## config.mk

```make
export PLATFORM = sky130hd
export DESIGN_NAME = datapath_gen
export DESIGN_NICKNAME = d
export VERILOG_FILES = /design/src/rtl/datapath_gen.sv
export SDC_FILE = /design/constraint.sdc
export NUM_CORES = 1
export LEC_CHECK = 0
export ABC_AREA = 1
export BUFFER_PORTS_ARGS = -buffer_cell sky130_fd_sc_hd__buf_2
export CORE_AREA = 2 2 109 111
export CTS_BUF_LIST = sky130_fd_sc_hd__clkbuf_16
export DETAILED_ROUTE_END_ITERATION = 16
export DIE_AREA = 0 0 111 113
export PLACE_DENSITY = 0.9
export SLEW_MARGIN = 20
export SYNTH_ARGS = -nofsm -noshare
export SYNTH_HDL_FRONTEND = slang
export SYNTH_SLANG_ARGS = --single-unit
```

## constraint.sdc

```tcl
create_clock -name Clk -period 3.7 [get_ports Clk]
set_input_delay 0.37 -clock Clk [delete_from_list [all_inputs] [get_ports Clk]]
set_output_delay 0.37 -clock Clk [all_outputs]
set_load 0.01 [all_outputs]
```

## src/rtl/datapath_gen.sv

```systemverilog
// datapath_gen: parametrised CPU datapath with A/B operand registers, ALU, ANS, flags, IR, PC and an iterative multiplier.
// Latency: ALU results, IR and PC land on the next Clk edge; MUL writes ANS W+1 edges after its start strobe.
// Backpressure: while Busy, Aload/Bload/ANSload are ignored; IR and PC keep operating.
//
// Ports:
//   Clk, Reset (sync, active-low)
//   InputA/InputB: external operands; InputA also loads the IR
//   A_select/B_select: operand source (0 = external input, 1 = ANS)
//   Aload/Bload/ANSload/IRload/PCload: register strobes; mode: ALU op; JSM: PC next-value select
//   select_mode: Output mux (00 ANS, 01 A, 10 B, 11 PC)
//   IRCU: opcode IR[W-1:W-4]; Output; PC; Zero/Carry flags; Busy/Done multiplier status
module datapath_gen #(
    parameter int W  = 8,
    parameter int PW = 8
) (
    input  logic          Clk,
    input  logic          Reset,
    input  logic [W-1:0]  InputA,
    input  logic [W-1:0]  InputB,
    input  logic          A_select,
    input  logic          B_select,
    input  logic          Aload,
    input  logic          Bload,
    input  logic [3:0]    mode,
    input  logic          IRload,
    input  logic          PCload,
    input  logic          ANSload,
    input  logic [1:0]    JSM,
    input  logic [1:0]    select_mode,
    output logic [3:0]    IRCU,
    output logic [W-1:0]  Output,
    output logic [PW-1:0] PC,
    output logic          Zero,
    output logic          Carry,
    output logic          Busy,
    output logic          Done
);

    localparam int CW = $clog2(W);
    localparam int OW = W - 4;

    typedef enum logic {
        ST_IDLE,
        ST_MUL
    } state_t;

    state_t state, state_nxt;

    logic [W-1:0]    a_q, b_q, ans_q, ir_q;
    logic [PW-1:0]   pc_q;
    logic            zero_q, carry_q, done_q;

    // Multiplier working set: shifted multiplicand, remaining multiplier bits, partial sum.
    logic [2*W-1:0]  mcand_q, acc_q, acc_nxt;
    logic [W-1:0]    mplier_q;
    logic [CW-1:0]   cnt_q;
    logic            mul_last;

    logic [W-1:0]    alu_res;
    logic            alu_c;
    logic [W:0]      sum, dif, inc, dec;

    logic            busy;
    logic            ans_op, mul_start;
    logic [PW-1:0]   operand, pc_inc, pc_nxt;
    logic [W-1:0]    pc_ext;

    assign busy      = (state == ST_MUL);
    assign ans_op    = ANSload && !busy && (mode != 4'd12);
    assign mul_start = ANSload && !busy && (mode == 4'd12);
    assign mul_last  = busy && (cnt_q == CW'(W - 1));
    assign acc_nxt   = acc_q + (mplier_q[0] ? mcand_q : '0);

    // Operand field IR[W-5:0] sized to the PC; PC sized to the data width.
    generate
        if (OW >= PW) begin : g_op_trunc
            assign operand = ir_q[PW-1:0];
        end else begin : g_op_ext
            assign operand = {{(PW - OW){1'b0}}, ir_q[OW-1:0]};
        end
        if (W > PW) begin : g_pc_ext
            assign pc_ext = {{(W - PW){1'b0}}, pc_q};
        end else begin : g_pc_trunc
            assign pc_ext = pc_q[W-1:0];
        end
    endgenerate

    // ALU: width-extended arithmetic so the top bit is carry-out or borrow.
    always_comb begin
        alu_res = '0;
        alu_c   = 1'b0;
        sum     = {1'b0, a_q} + {1'b0, b_q};
        dif     = {1'b0, a_q} - {1'b0, b_q};
        inc     = {1'b0, a_q} + (W + 1)'(1);
        dec     = {1'b0, a_q} - (W + 1)'(1);
        case (mode)
            4'd0:  alu_res = a_q;
            4'd1:  alu_res = b_q;
            4'd2:  {alu_c, alu_res} = sum;
            4'd3:  {alu_c, alu_res} = dif;
            4'd4:  alu_res = a_q & b_q;
            4'd5:  alu_res = a_q | b_q;
            4'd6:  alu_res = a_q ^ b_q;
            4'd7:  alu_res = ~a_q;
            4'd8:  begin alu_res = {a_q[W-2:0], 1'b0}; alu_c = a_q[W-1]; end
            4'd9:  begin alu_res = {1'b0, a_q[W-1:1]}; alu_c = a_q[0];   end
            4'd10: {alu_c, alu_res} = inc;
            4'd11: {alu_c, alu_res} = dec;
            4'd13: {alu_c, alu_res} = dif;
            default: ;
        endcase
    end

    // PC next value; conditional jumps look at the flags before this edge.
    always_comb begin
        pc_inc = pc_q + PW'(1);
        pc_nxt = pc_q;
        if (PCload) begin
            case (JSM)
                2'b00:   pc_nxt = pc_inc;
                2'b01:   pc_nxt = operand;
                2'b10:   pc_nxt = zero_q  ? operand : pc_inc;
                default: pc_nxt = carry_q ? operand : pc_inc;
            endcase
        end
    end

    always_comb begin
        state_nxt = state;
        case (state)
            ST_IDLE: if (mul_start) state_nxt = ST_MUL;
            ST_MUL:  if (mul_last)  state_nxt = ST_IDLE;
            default: state_nxt = ST_IDLE;
        endcase
    end

    always_ff @(posedge Clk) begin
        if (!Reset) begin
            state    <= ST_IDLE;
            a_q      <= '0;
            b_q      <= '0;
            ans_q    <= '0;
            ir_q     <= '0;
            pc_q     <= '0;
            zero_q   <= 1'b0;
            carry_q  <= 1'b0;
            done_q   <= 1'b0;
            mcand_q  <= '0;
            mplier_q <= '0;
            acc_q    <= '0;
            cnt_q    <= '0;
        end else begin
            state  <= state_nxt;
            done_q <= mul_last;
            pc_q   <= pc_nxt;
            if (IRload) ir_q <= InputA;

            if (!busy) begin
                if (Aload) a_q <= A_select ? ans_q : InputA;
                if (Bload) b_q <= B_select ? ans_q : InputB;
            end

            if (ans_op) begin
                if (mode != 4'd13) ans_q <= alu_res;
                zero_q  <= (alu_res == '0);
                carry_q <= alu_c;
            end

            if (mul_start) begin
                mcand_q  <= {{W{1'b0}}, a_q};
                mplier_q <= b_q;
                acc_q    <= '0;
                cnt_q    <= '0;
            end else if (busy) begin
                mcand_q  <= {mcand_q[2*W-2:0], 1'b0};
                mplier_q <= {1'b0, mplier_q[W-1:1]};
                acc_q    <= acc_nxt;
                cnt_q    <= cnt_q + CW'(1);
                if (mul_last) begin
                    ans_q   <= acc_nxt[W-1:0];
                    carry_q <= |acc_nxt[2*W-1:W];
                    zero_q  <= (acc_nxt[W-1:0] == '0);
                end
            end
        end
    end

    always_comb begin
        case (select_mode)
            2'b00:   Output = ans_q;
            2'b01:   Output = a_q;
            2'b10:   Output = b_q;
            default: Output = pc_ext;
        endcase
    end

    assign IRCU  = ir_q[W-1:W-4];
    assign PC    = pc_q;
    assign Zero  = zero_q;
    assign Carry = carry_q;
    assign Busy  = busy;
    assign Done  = done_q;

endmodule

```

# ---- Yosys cells after proc, flatten, opt, wreduce, memory -nomap -nowiden
# Index checks and enable logic that the tools add are counted.
dict set report totals {
  register_bits 87
  output_inout_bits 24
  elab_cells 92
}
dict set report classes {
  addsub 7
  n_eq_ne 20
  mux 29
  n_bitwise 6
  n_reduce_logical 16
}
# cell n
set ops {}
lappend ops {{8-bit 2-to-1 mux} 13}
lappend ops {{8-bit case mux with 12 select lines} 1}
lappend ops {{8-bit case mux with 3 select lines} 2}
lappend ops {{4-bit equality test, second input constant} 6}
lappend ops {{16-bit adder} 1}
lappend ops {{4-bit by 3-bit equality test with 1-bit output, second input constant} 4}
lappend ops {{8-bit zero test} 2}
lappend ops {{16-bit 2-to-1 mux} 1}
lappend ops {{1-bit 2-to-1 mux} 10}
lappend ops {{8-bit by 1-bit adder with 9-bit output, second input constant} 1}
lappend ops {{8-bit by 8-bit adder with 9-bit output} 1}
lappend ops {{8-bit by 1-bit subtractor with 9-bit output, second input constant} 1}
lappend ops {{8-bit by 8-bit subtractor with 9-bit output} 1}
lappend ops {{8-bit by 1-bit adder with 8-bit output, second input constant} 1}
lappend ops {{8-bit AND} 1}
lappend ops {{4-bit by 2-bit equality test with 1-bit output, second input constant} 2}
lappend ops {{4-bit inequality test, second input constant} 2}
lappend ops {{8-bit inverter} 1}
lappend ops {{8-bit bitwise OR} 1}
lappend ops {{8-bit OR reduction} 1}
lappend ops {{8-bit bitwise XOR} 1}
lappend ops {{1-bit case mux with 6 select lines} 1}
lappend ops {{2-bit by 1-bit equality test with 1-bit output, second input constant} 2}
lappend ops {{2-bit equality test, second input constant} 2}
lappend ops {{other kinds (12)} 19}

# ---- Logic depth before layout (Yosys ltp)
# Gate-level depths: netlist (run 1).
dict set report depth {
  ltp_word 8
  depth_mapped 20
  mapped_depth_nobuf 18
}

# ---- Least setup slack after synthesis (run 1)
# OpenSTA, ideal clock, no wires.
dict set report synth_timing {
  kind {register to register}
  start {reg mplier_q[0]}
  end {reg carry_q (netlist: Carry)}
  arrival_time_ps 2437
  t_required_ps 3568
  path_slack_ps 1131
  path_stages_with_launch 21
  cell_sequence {dfxtp_1 > clkbuf_1 > clkbuf_1 > nand2_1 > inv_1 > ha_1 > inv_1 > fa_1 > nand3b_1 > nand2_1 > nand2_1 > nand2_1 > nand3_1 > nand2_1 > nand2_1 > nand2_1 > nand2_1 > nor2_1 > nand2_1 > nand2_1 > a21oi_1}
}
dict set report synth_between {
  elab_chain_cells 6
}
# item line_no
set synth_lines {}
lappend synth_lines {{start, declared} 55} ;# logic [W-1:0] mplier_q;
lappend synth_lines {{start signal, assigned} 171} ;# mplier_q <= b_q;
lappend synth_lines {{start signal, assigned} 176} ;# mplier_q <= {1'b0, mplier_q[W-1:1]};
lappend synth_lines {{16-bit 2-to-1 mux} 72} ;# assign acc_nxt = acc_q + (mplier_q[0] ? mcand_q : '0);
lappend synth_lines {{16-bit adder} 72}
lappend synth_lines {{8-bit OR reduction} 181} ;# carry_q <= |acc_nxt[2*W-1:W];
lappend synth_lines {{1-bit 2-to-1 mux} 179} ;# if (mul_last) begin
lappend synth_lines {{1-bit 2-to-1 mux} 174} ;# end else if (busy) begin
lappend synth_lines {{1-bit 2-to-1 mux} 169} ;# if (mul_start) begin
lappend synth_lines {{end signal, assigned} 166} ;# carry_q <= alu_c;
lappend synth_lines {{end signal, assigned} 181}
lappend synth_lines {{end, declared} 51} ;# logic zero_q, carry_q, done_q;
# Every way passes these cells.
# A chain may end at the register's enable or synchronous reset.

# ---- Worst setup path after layout (run 1)
dict set report layout_timing {
  start {reg a_q[4]}
  end {reg zero_q (netlist: Zero)}
}
dict set report layout_between {
  elab_chain_cells 7
}
# item line_no
set layout_lines {}
lappend layout_lines {{start, declared} 49} ;# logic [W-1:0] a_q, b_q, ans_q, ir_q;
lappend layout_lines {{start signal, assigned} 159} ;# if (Aload) a_q <= A_select ? ans_q : InputA;
lappend layout_lines {{8-bit by 8-bit subtractor with 9-bit output, or another cell as far along} 93} ;# dif = {1'b0, a_q} - {1'b0, b_q};
lappend layout_lines {{8-bit case mux with 12 select lines (*)} 96} ;# case (mode)
lappend layout_lines {{8-bit zero test (*)} 165} ;# zero_q <= (alu_res == '0);
lappend layout_lines {{1-bit 2-to-1 mux (*)} 163} ;# if (ans_op) begin
lappend layout_lines {{1-bit 2-to-1 mux} 179}
lappend layout_lines {{1-bit 2-to-1 mux} 174}
lappend layout_lines {{1-bit 2-to-1 mux (*)} 169}
lappend layout_lines {{end signal, assigned} 165}
lappend layout_lines {{end signal, assigned} 182} ;# zero_q <= (acc_nxt[W-1:0] == '0);
lappend layout_lines {{end, declared} 51}
# Every way passes the cells marked *; elsewhere a longest branch is shown, timed or not.

==> flow_summary.toml, run 1 <==
[run_status]
outcome = "complete, no violations"

[synth]
avgSynthCellArea_um2 = 6.09
yosysWarnings = 0
synth_most_common_cell = "nand2_1"
synth_edf_count = 0
syn_area_mm2 = 0.00662
synth_top_area_cell = "dfxtp_1"
async_reset_ff_share_pct = 0
synth_cell_types = 41
synth_seq_cells = 87
synth_flop_cell = "dfxtp_1"
synth.area.top_cells = "dfxtp_1 (26%), nand2_1 (19%), ha_1 (8.3%)"
synth_seq_area_share_pct = 26.3
syn-instance-count = 1086
ys_top_cells_by_count = "nand2_1 (341), nor2_1 (127), inv_1 (119), dfxtp_1 (87), a21oi_1 (77)"
synth_nets = 1166
yosysTopAreaCellShare_pct = 26.3

[placement]
gp_congestion = 1.05
io_buffers = 56
pre_cts_ws_ns = 0.907
place_hpwl_um = 15500

[floorplanning]
dieHeight_um = 113
core.rowCount = 39
core-area_mm2 = 0.0113
dieArea_mm2 = 0.0125
pin_count = 57
fp.dieW_um = 111
initial_core_util_pct = 58.7

[setup_path]
cpMaxStageDelayCell = "dfxtp_1"
worst-endpoint-required_ns = 3.97
crit_chain = "inv_1, ha_1, nand2_1, inv_1, nand4_1, nand3_1, nand2_1, nand3_1, nand3_1, nor2_1, nand4_1, a21oi_1"
crit_arrival_ns = 3.23
endpoint_kind = "flip-flop"
cp-start-kind = "flip-flop"
rrSetupSlack_ns = 0.74
cpPeakStageDelay_ns = 0.77
cp_max_fo = 14
worst-setup-path-type = "reg2reg"
crit_top_cell = "nand3_1"

[finish]
antenna-diode-count = 0
syn2layout_area_growth_pct = 9.05
drive_gt1_share_pct = 8.36
fillers = 1070
final_nets = 1200

[sta]
final-setup-viol-count = 0
slew_viol_final = 0
hold_viol_final = 0
skew_ns = 0.00548
rsz0062_at_grt = "false"
worstMarginPinSlew_ns = 0.957
min_period_ns = 2.96
relSlewSlack_pct = 36.0
tns_ns = 0
fmax_ghz = 0.338
finalCritPeriodShare_pct = 80.0
layout_setup_ws_ns = 0.739

[clock_tree]
cts_sinks = 87
numCtsBuffers = 9
htree_levels = 3
cts_buffer_depth = 2
post_cts_buffers = 0
postCtsHoldBufs = 0
clkLatencyLatePin_ns = 0.35
post_cts_resized = 0
cts_tree = "built"
clk_pin_slew_worst_paths_ns = 0.06
clock-root-buffer = "clkbuf_16"

[drt]
route.detailed.wl_per_inst_um = 16.2
via_per_inst = 5.90
wirelength_um = 20600
vias = 7475
postRouteAntennaNets = 0
first_pass_iters = 8
drt_iter0_drc = 801
drc_errors = 0

[power_and_ir_drop]
power.total_mw = 2.37
powerDensity_mw_per_mm2 = 329
max-vdd-ir-drop_v = 0.000302
total_leakage_power_nw = 3.61

[worst_hold_path]
hp-class = "in2reg"

[grt]
grt_overflow = 0
grt_pass1_wl_um = 33200
grt_util_all_layers_pct = 32.4
first_global_vias = 6726
antenna_found_initial = 0
grt_start_max_net_pins = 56

[flow_run]
cap_violations = 0
[worst max-delay path, delay by kind of cell (launching register included)]
kind / cells / cell delay, ns
flip-flops: 1 / 0.77
adder cells (fa/ha/maj): 1 / 0.59
AND/OR/NAND/NOR: 8 / 0.95
AO/OA/AOI/OAI: 1 / 0.17
buffers and inverters: 2 / 0.39
[final timing paths]
check | start | to | cells past startpoint
setup reg to reg | a_q[4] | Zero | 12
hold reg to reg | mplier_q[7] | mplier_q[7] | 2
hold / removal | InputA[5] | ir_q[5] | 3
setup / recovery | a_q[4] | Zero | 12
[per-layer routing]
layer	vias up	routed length, um	GRT usage [%]
li1	3606	-	-
met1	3356	8630	42.5
met2	440	9420	53.8
met3	73	1840	5.25
met4	0	702	12.4
met5	-	0	0
[registers in the layout (all words and copies together) (netlist names)]
name and cells:
acc_q 16, Carry 1, Zero 1, ir_q 8, PC 8, Busy 1, cnt_q 3, mcand_q 16
ans_q 8, mplier_q 8, b_q 8, a_q 8, Done 1
[metrics by stage]
step | hold WS [ns] | cells | instance area, um^2 | utilization (%)
CTS | 0.261 | 1268 | 7220 | 64.0
floorplan | 0.440 | 1086 | 6620 | -
finish | 0.261 | 1268 | 7220 | 64.0
global placement | 0.451 | 1252 | 6950 | 61.6
global route | 0.279 | 1268 | 7220 | 64.0
detailed placement | 0.453 | 1252 | 6950 | 61.6
[kinds of logic (layout without fill, tap and decap cells)]
| logic type | after synthesis | count (layout) | synth area share (%) |
|---|---|---|---|
| AND/OR/NAND/NOR | 569 | 569 | 35.1 |
| AO/OA/AOI/OAI | 200 | 200 | 17.4 |
| buffers and inverters | 169 | 208 | 10.1 |
| flip-flops | 87 | 87 | 26.3 |
| adder cells (fa/ha/maj) | 47 | 47 | 9.23 |
| XOR/XNOR | 14 | 14 | 1.85 |
[cell usage in the layout, fill, tap and decap left out, types with 2 or more instances in the layout]
cell	instances
nand2_1	341
nor2_1	127
inv_1	119
dfxtp_1	86
a21oi_1	77
nand3_1	68
o21ai_0	57
buf_2	56
ha_1	44
a31oi_1	18
o211ai_1	13
nand4_1	13
a221oi_1	11
clkbuf_16	9
inv_2	8
xnor2_1	7
xor2_1	7
buf_4	6
clkinv_1	5
o22ai_1	5
nand3b_1	5
o21ai_1	5
o2111ai_1	4
o21bai_1	4
nor2_2	3
nor3_1	3
fa_1	3
clkinvlp_4	3
o21a_1	2
or2_2	2
nor3b_1	2
inv_6	2
[cell type report]
class / count / area [um^2] / area share, %
clock buffers: 9 / 225 / 3.12
clock inverters: 7 / 47.5 / 0.659
repair buffers: 62 / 325 / 4.51
well taps: 143 / 179 / 2.48
multi-input cells: 830 / 4210 / 58.3
flip-flops and latches: 87 / 1740 / 24.1
inverters: 130 / 488 / 6.76
[report_power, final]
group          leakage (nW)  internal (mW)  switching, mW
Clock                 0.124          0.455          0.393
Combinational          2.78          0.160          0.342
Sequential            0.709          0.972         0.0512
Total                  3.61           1.59          0.785
Note: power is estimated with default switching activity, not from simulation.
==> inputs of run 2 (changes only) <==
Clock period 3.7 ns to 3.05 ns, I/O delays scaled along.
==> run 2 against run 1 <==
Against the previous run:
- routed wire length up 3.6%
- sequential power up 20%
- clock power up 18%
- utilization up 1.0 points
- sequential share of layout area down 0.37 points
- non-clock buffer count up 16
- register-to-register slack worse by 0.26 ns
- total power up 22%
- worst setup slack worse by 0.26 ns
- fmax up 15%
- critical endpoint unchanged
==> flow_summary.toml, run 2 (synthesis gave the netlist of run 1 again) <==
[placement]
placed_cell_area_mm2 = 0.00707
gp_congestion = 1.04
place_hpwl_um = 15900
io_buffers = 56

[clock_tree]
clkLatencyLatePin_ns = 0.34
clk_pin_slew_worst_paths_ns = 0.06
numCtsBuffers = 9
clock-root-buffer = "clkbuf_16"
htree_levels = 3
postCtsHoldBufs = 0
cts_buffer_depth = 2
cts_tree = "built"
cts_sinks = 87
post_cts_resized = 0
post_cts_buffers = 0

[power_and_ir_drop]
p_sw_mw = 0.949
max-vdd-ir-drop_v = 0.000389
pwr-share-clk_pct = 34.8
total_leakage_power_nw = 3.70
p_int_mw = 1.94
powerDensity_mw_per_mm2 = 394
switching_share_pct = 32.9
seqPwrFrac_pct = 42.4
pwr-share-comb_pct = 22.8
power.total_mw = 2.88

[setup_path]
endpoint_kind = "flip-flop"
worst-setup-path-type = "reg2reg"
cp-start-kind = "flip-flop"
reg2reg_depth = 12
worst-endpoint-required_ns = 3.33
cp_max_fo = 10
crit_arrival_ns = 2.85

[sta]
final-setup-viol-count = 0
min_period_ns = 2.57
hold_viol_final = 0
skew_ns = 0.00994
relSlewSlack_pct = 45.8
tns_ns = 0
slew_viol_final = 0
worstMarginPinSlew_ns = 0.809
finalCritPeriodShare_pct = 84.3
rsz0062_at_grt = "false"
fmax_ghz = 0.389

[drt]
via_per_inst = 5.84
drc_errors = 0
drt_iter0_drc = 869
vias = 7496
postRouteAntennaNets = 0
route.detailed.wl_per_inst_um = 16.6
first_pass_iters = 8
wirelength_um = 21300

[floorplanning]
initial_core_util_pct = 58.7
core-area_mm2 = 0.0113
dieArea_mm2 = 0.0125
pin_count = 57
core.rowCount = 39
dieHeight_um = 113
fp.dieW_um = 111

[finish]
syn2layout_area_growth_pct = 10.8
register_area_mm2 = 0.00174
multi_input_area_mm2 = 0.00421
final_common_cell = "nand2_1"
final_nets = 1216
drive_gt1_share_pct = 9.55
final_cell_mix = "nand2_1 (341), nor2_1 (127), inv_1 (120)"
antenna-diode-count = 0
postLayoutCellArea_mm2 = 0.00733
largestRegisters = "acc_q (16), mcand_q (16)"
fillers = 1011

[worst_hold_path]
hp-class = "in2reg"
holdPathStages = 2

[flow_run]
cap_violations = 0

[grt]
grt_util_all_layers_pct = 33.6
grtUsageMet1_pct = 43.7
busiest_layer = "met2"
antenna_found_initial = 0
grt_overflow = 0
grtUsageMet3_pct = 5.20
first_global_vias = 6720
grt_start_max_net_pins = 31
grt_pass1_wl_um = 33700
gr-usage-met2_pct = 54.2

[run_status]
outcome = "complete, no violations"
-- run 2: cell types whose count changed in the layout (fill, tap and decap cells not counted), sizes merged --
| cell | delta |
|---|---|
| clkinv | +1 |
| buf | +16 |
| clkinvlp | -1 |
-- run 2: final cells by class --
| type | count | area share [%] |
|---|---|---|
| Timing Repair Buffer | 78 | 6.08 |
| Tap cell | 143 | 2.44 |
| Clock buffer | 9 | 3.07 |
| Clock inverter | 7 | 0.546 |
| Sequential cell | 87 | 23.8 |
| Inverter | 130 | 6.66 |
| Multi-Input combinational cell | 830 | 57.4 |
-- run 2: power by group through the flow --
stage	Sequential (mW)	Clock [mW]	Combinational, mW
final	1.22	1.00	0.658
after floorplan	1.24	0	0.421
after global placement	1.24	0	0.634
after detailed placement	1.25	0	0.635
after global routing	1.23	1.05	0.719
after CTS	1.22	1.00	0.638
-- run 2: per-layer routing --
metal	routed length, um	share of wire, %	vias to the layer above
met5	0	0	-
met4	1030	4.8	0
met3	1900	8.9	85
met2	9600	45	429
met1	8810	41	3339
li1	-	-	3643
-- run 2: per-stage QoR --
stage / setup slack [ns] / hold WS [ns] / instances / utilization, %
finish: 0.480 / 0.199 / 1284 / 65.0
global route: 0.363 / 0.213 / 1284 / 65.0
CTS: 0.570 / 0.198 / 1284 / 65.0
detailed placement: 0.587 / 0.461 / 1268 / 62.7
global placement: 0.638 / 0.453 / 1268 / 62.7
floorplan: 0.481 / 0.399 / 1086 / -
-- run 2: worst paths after layout --
path | from | endpoint | slack, ns
worst min register to register | mcand_q[15] | mcand_q[15] | 0.47
worst min-delay path | PCload | PC[0] | 0.20
worst max-delay path | a_q[0] | Zero | 0.48
worst max register to register | a_q[0] | Zero | 0.48
-- run 2: worst max-delay path: stages, from the launching register on --
cell	delay (ns)
dfxtp_1	0.56
inv_1	0.25
ha_1	0.28
fa_1	0.41
inv_1	0.10
nand3_1	0.11
nand3_1	0.10
nand2_1	0.07
nand3_1	0.07
nand4_1	0.18
nor2_1	0.14
nand4_1	0.10
a21oi_1	0.13
==> inputs of run 3 (changes only) <==
Settings changed: CORE_AREA 2 2 109 111 to 2 2 113 115, DIE_AREA 0 0 111 113 to 0 0 115 117, PLACE_DENSITY 0.9 to 0.88.
Clock period 3.05 ns to 2.1 ns, I/O delays scaled along.
==> run 3 against run 2 <==
Against the previous run:
- routed wire length rose by 15%
- combinational power rose by 79%
- final area up 14%
- sequential power increased by 45%
- die area rose by 7.3%
- worst hold slack got worse by 0.094 ns
- largest cell class unchanged
- fmax rose by 3.7%
- utilization is 3.0 points higher
- global-route usage decreased by 0.85 points
- clock-buffer cell count unchanged
- register-to-register slack lost 0.86 ns
- largest power group unchanged
- clock skew is 0.0034 ns lower
- the flow now finishes with violations (setup timing)
==> flow_summary.toml, run 3 (synthesis gave the netlist of run 1 again) <==
[floorplanning]
initial_core_util_pct = 53.8
fp.dieW_um = 115
pin_count = 57
dieArea_mm2 = 0.0135
core.rowCount = 41
dieHeight_um = 117
core-area_mm2 = 0.0123

[sta]
hold_viol_final = 0
fmax_ghz = 0.403
relSlewSlack_pct = 60.8
worstMarginPinSlew_ns = 0.586
final-setup-viol-count = 13
holdWs_ns = 0.104
rsz0062_at_grt = "true"
slew_viol_final = 0
finalCritPeriodShare_pct = 118
skew_ns = 0.00658
min_period_ns = 2.48
layout_setup_ws_ns = -0.379

[grt]
first_global_vias = 7182
grtUsageMet1_pct = 41.1
antenna_found_initial = 0
grtUsageMet3_pct = 5.15
busiest_layer = "met2"
grt_pass1_wl_um = 34700
grt_overflow = 0
grt_start_max_net_pins = 36
grt_util_all_layers_pct = 32.8
gr-usage-met2_pct = 54.4

[run_status]
violations = "setup timing"
outcome = "finished with violations"

[setup_path]
crit_arrival_ns = 2.70
r2r-end = "Carry"
cp-start-kind = "flip-flop"
worst-endpoint-required_ns = 2.33
endpoint_kind = "flip-flop"
rrSetupSlack_ns = -0.38
cp_max_fo = 13
crit-reg2reg-launch = "mplier_q[0]"
reg2reg_depth = 14
setup.worst_path.start = "mplier_q[0]"
worst-setup-path-type = "reg2reg"

[worst_hold_path]
holdPathStages = 2
hold_start = "PCload"
hold_path_end = "PC[0]"
hp-class = "in2reg"

[clock_tree]
htree_levels = 3
clkLatencyLatePin_ns = 0.35
clk_pin_slew_worst_paths_ns = 0.07
cts_tree = "built"
numCtsBuffers = 9
cts_sinks = 87
clock-root-buffer = "clkbuf_16"
cts_buffer_depth = 2

[finish]
antenna-diode-count = 0
syn2layout_area_growth_pct = 26.5
drive_gt1_share_pct = 21.5
largestRegisters = "acc_q (16), mcand_q (16)"
post-route-util_pct = 68.0
final_cell_mix = "nand2_1 (327), nor2_1 (121), inv_1 (113)"
final_nets = 1293
final_common_cell = "nand2_1"

[drt]
drc_errors = 0
drt_iter0_drc = 1308
wirelength_um = 24600
postRouteAntennaNets = 0
route.detailed.wl_per_inst_um = 18.0
vias = 8234
first_pass_iters = 6
via_per_inst = 6.02

[placement]
gp_congestion = 1.06
place_hpwl_um = 16800
io_buffers = 56

[flow_run]
cap_violations = 0

[power_and_ir_drop]
powerDensity_mw_per_mm2 = 530
max-vdd-ir-drop_v = 0.000763
total_leakage_power_nw = 4.07
[run 3: where the power goes]
group	internal (mW)	switching [mW]	leakage, nW	total (mW)
Combinational	0.453	0.732	3.24	1.18
Clock	0.792	0.689	0.128	1.48
Sequential	1.71	0.0596	0.712	1.77
Total	2.96	1.48	4.07	4.44
[run 3: timing repair]
item	CTS	global route
endpoints found under the hold margin	0	0
pin swaps	4	29
setup endpoints to repair	11	19
hold buffers	0	0
gates resized for setup	13	86
buffers inserted	4	3
[run 3: critical path, cell delays in order (launching register included)]
cell and delay (ns):
dfxtp_4 0.38, buf_12 0.13, nand2_1 0.09, inv_1 0.15, ha_4 0.24, a21oi_4 0.21
nor2_1 0.11, o21ai_1 0.28, nand4_1 0.14, nand2_1 0.12, nand2_1 0.08, nor2_2 0.13
nand2_1 0.13, nand2_1 0.09, a21oi_1 0.07
[run 3: per-layer routing]
layer | up-vias | share of wire [%]
met5 | - | 0
met4 | 0 | 6.3
li1 | 3787 | -
met2 | 617 | 45
met3 | 155 | 12
met1 | 3675 | 37
[run 3: layout make-up]
cell class                 count  area, um^2
fill                         950        3940
multi-input combinational    830        4620
clock inverter                 7        40.0
sequential                    87        1760
inverter                     130         490
clock buffer                   9         225
tap                          150         188
timing repair buffer         155        1060
[run 3: how the worst max path moves through the flow]
stage	end	depth (start not counted)
2_1_floorplan	Carry	20
3_3_place_gp	Carry	14
3_5_place_dp	Carry	18
4_1_cts	Carry	18
5_1_grt	Carry	17
6_report	Carry	14
[run 3: metrics by stage]
stage               TNS, ns  worst slack (ns)  cell area (um^2)  cells  total power [mW]
finish                -1.56            -0.379              8370   1368              4.44
global route          -2.58            -0.454              8370   1368              4.58
detailed placement   -0.431            -0.183              7640   1346              2.88
global placement     -0.269            -0.171              7640   1346              2.86
CTS                  -0.219            -0.156              7970   1365              4.31
floorplan            -0.112            -0.112              6650   1086              2.41
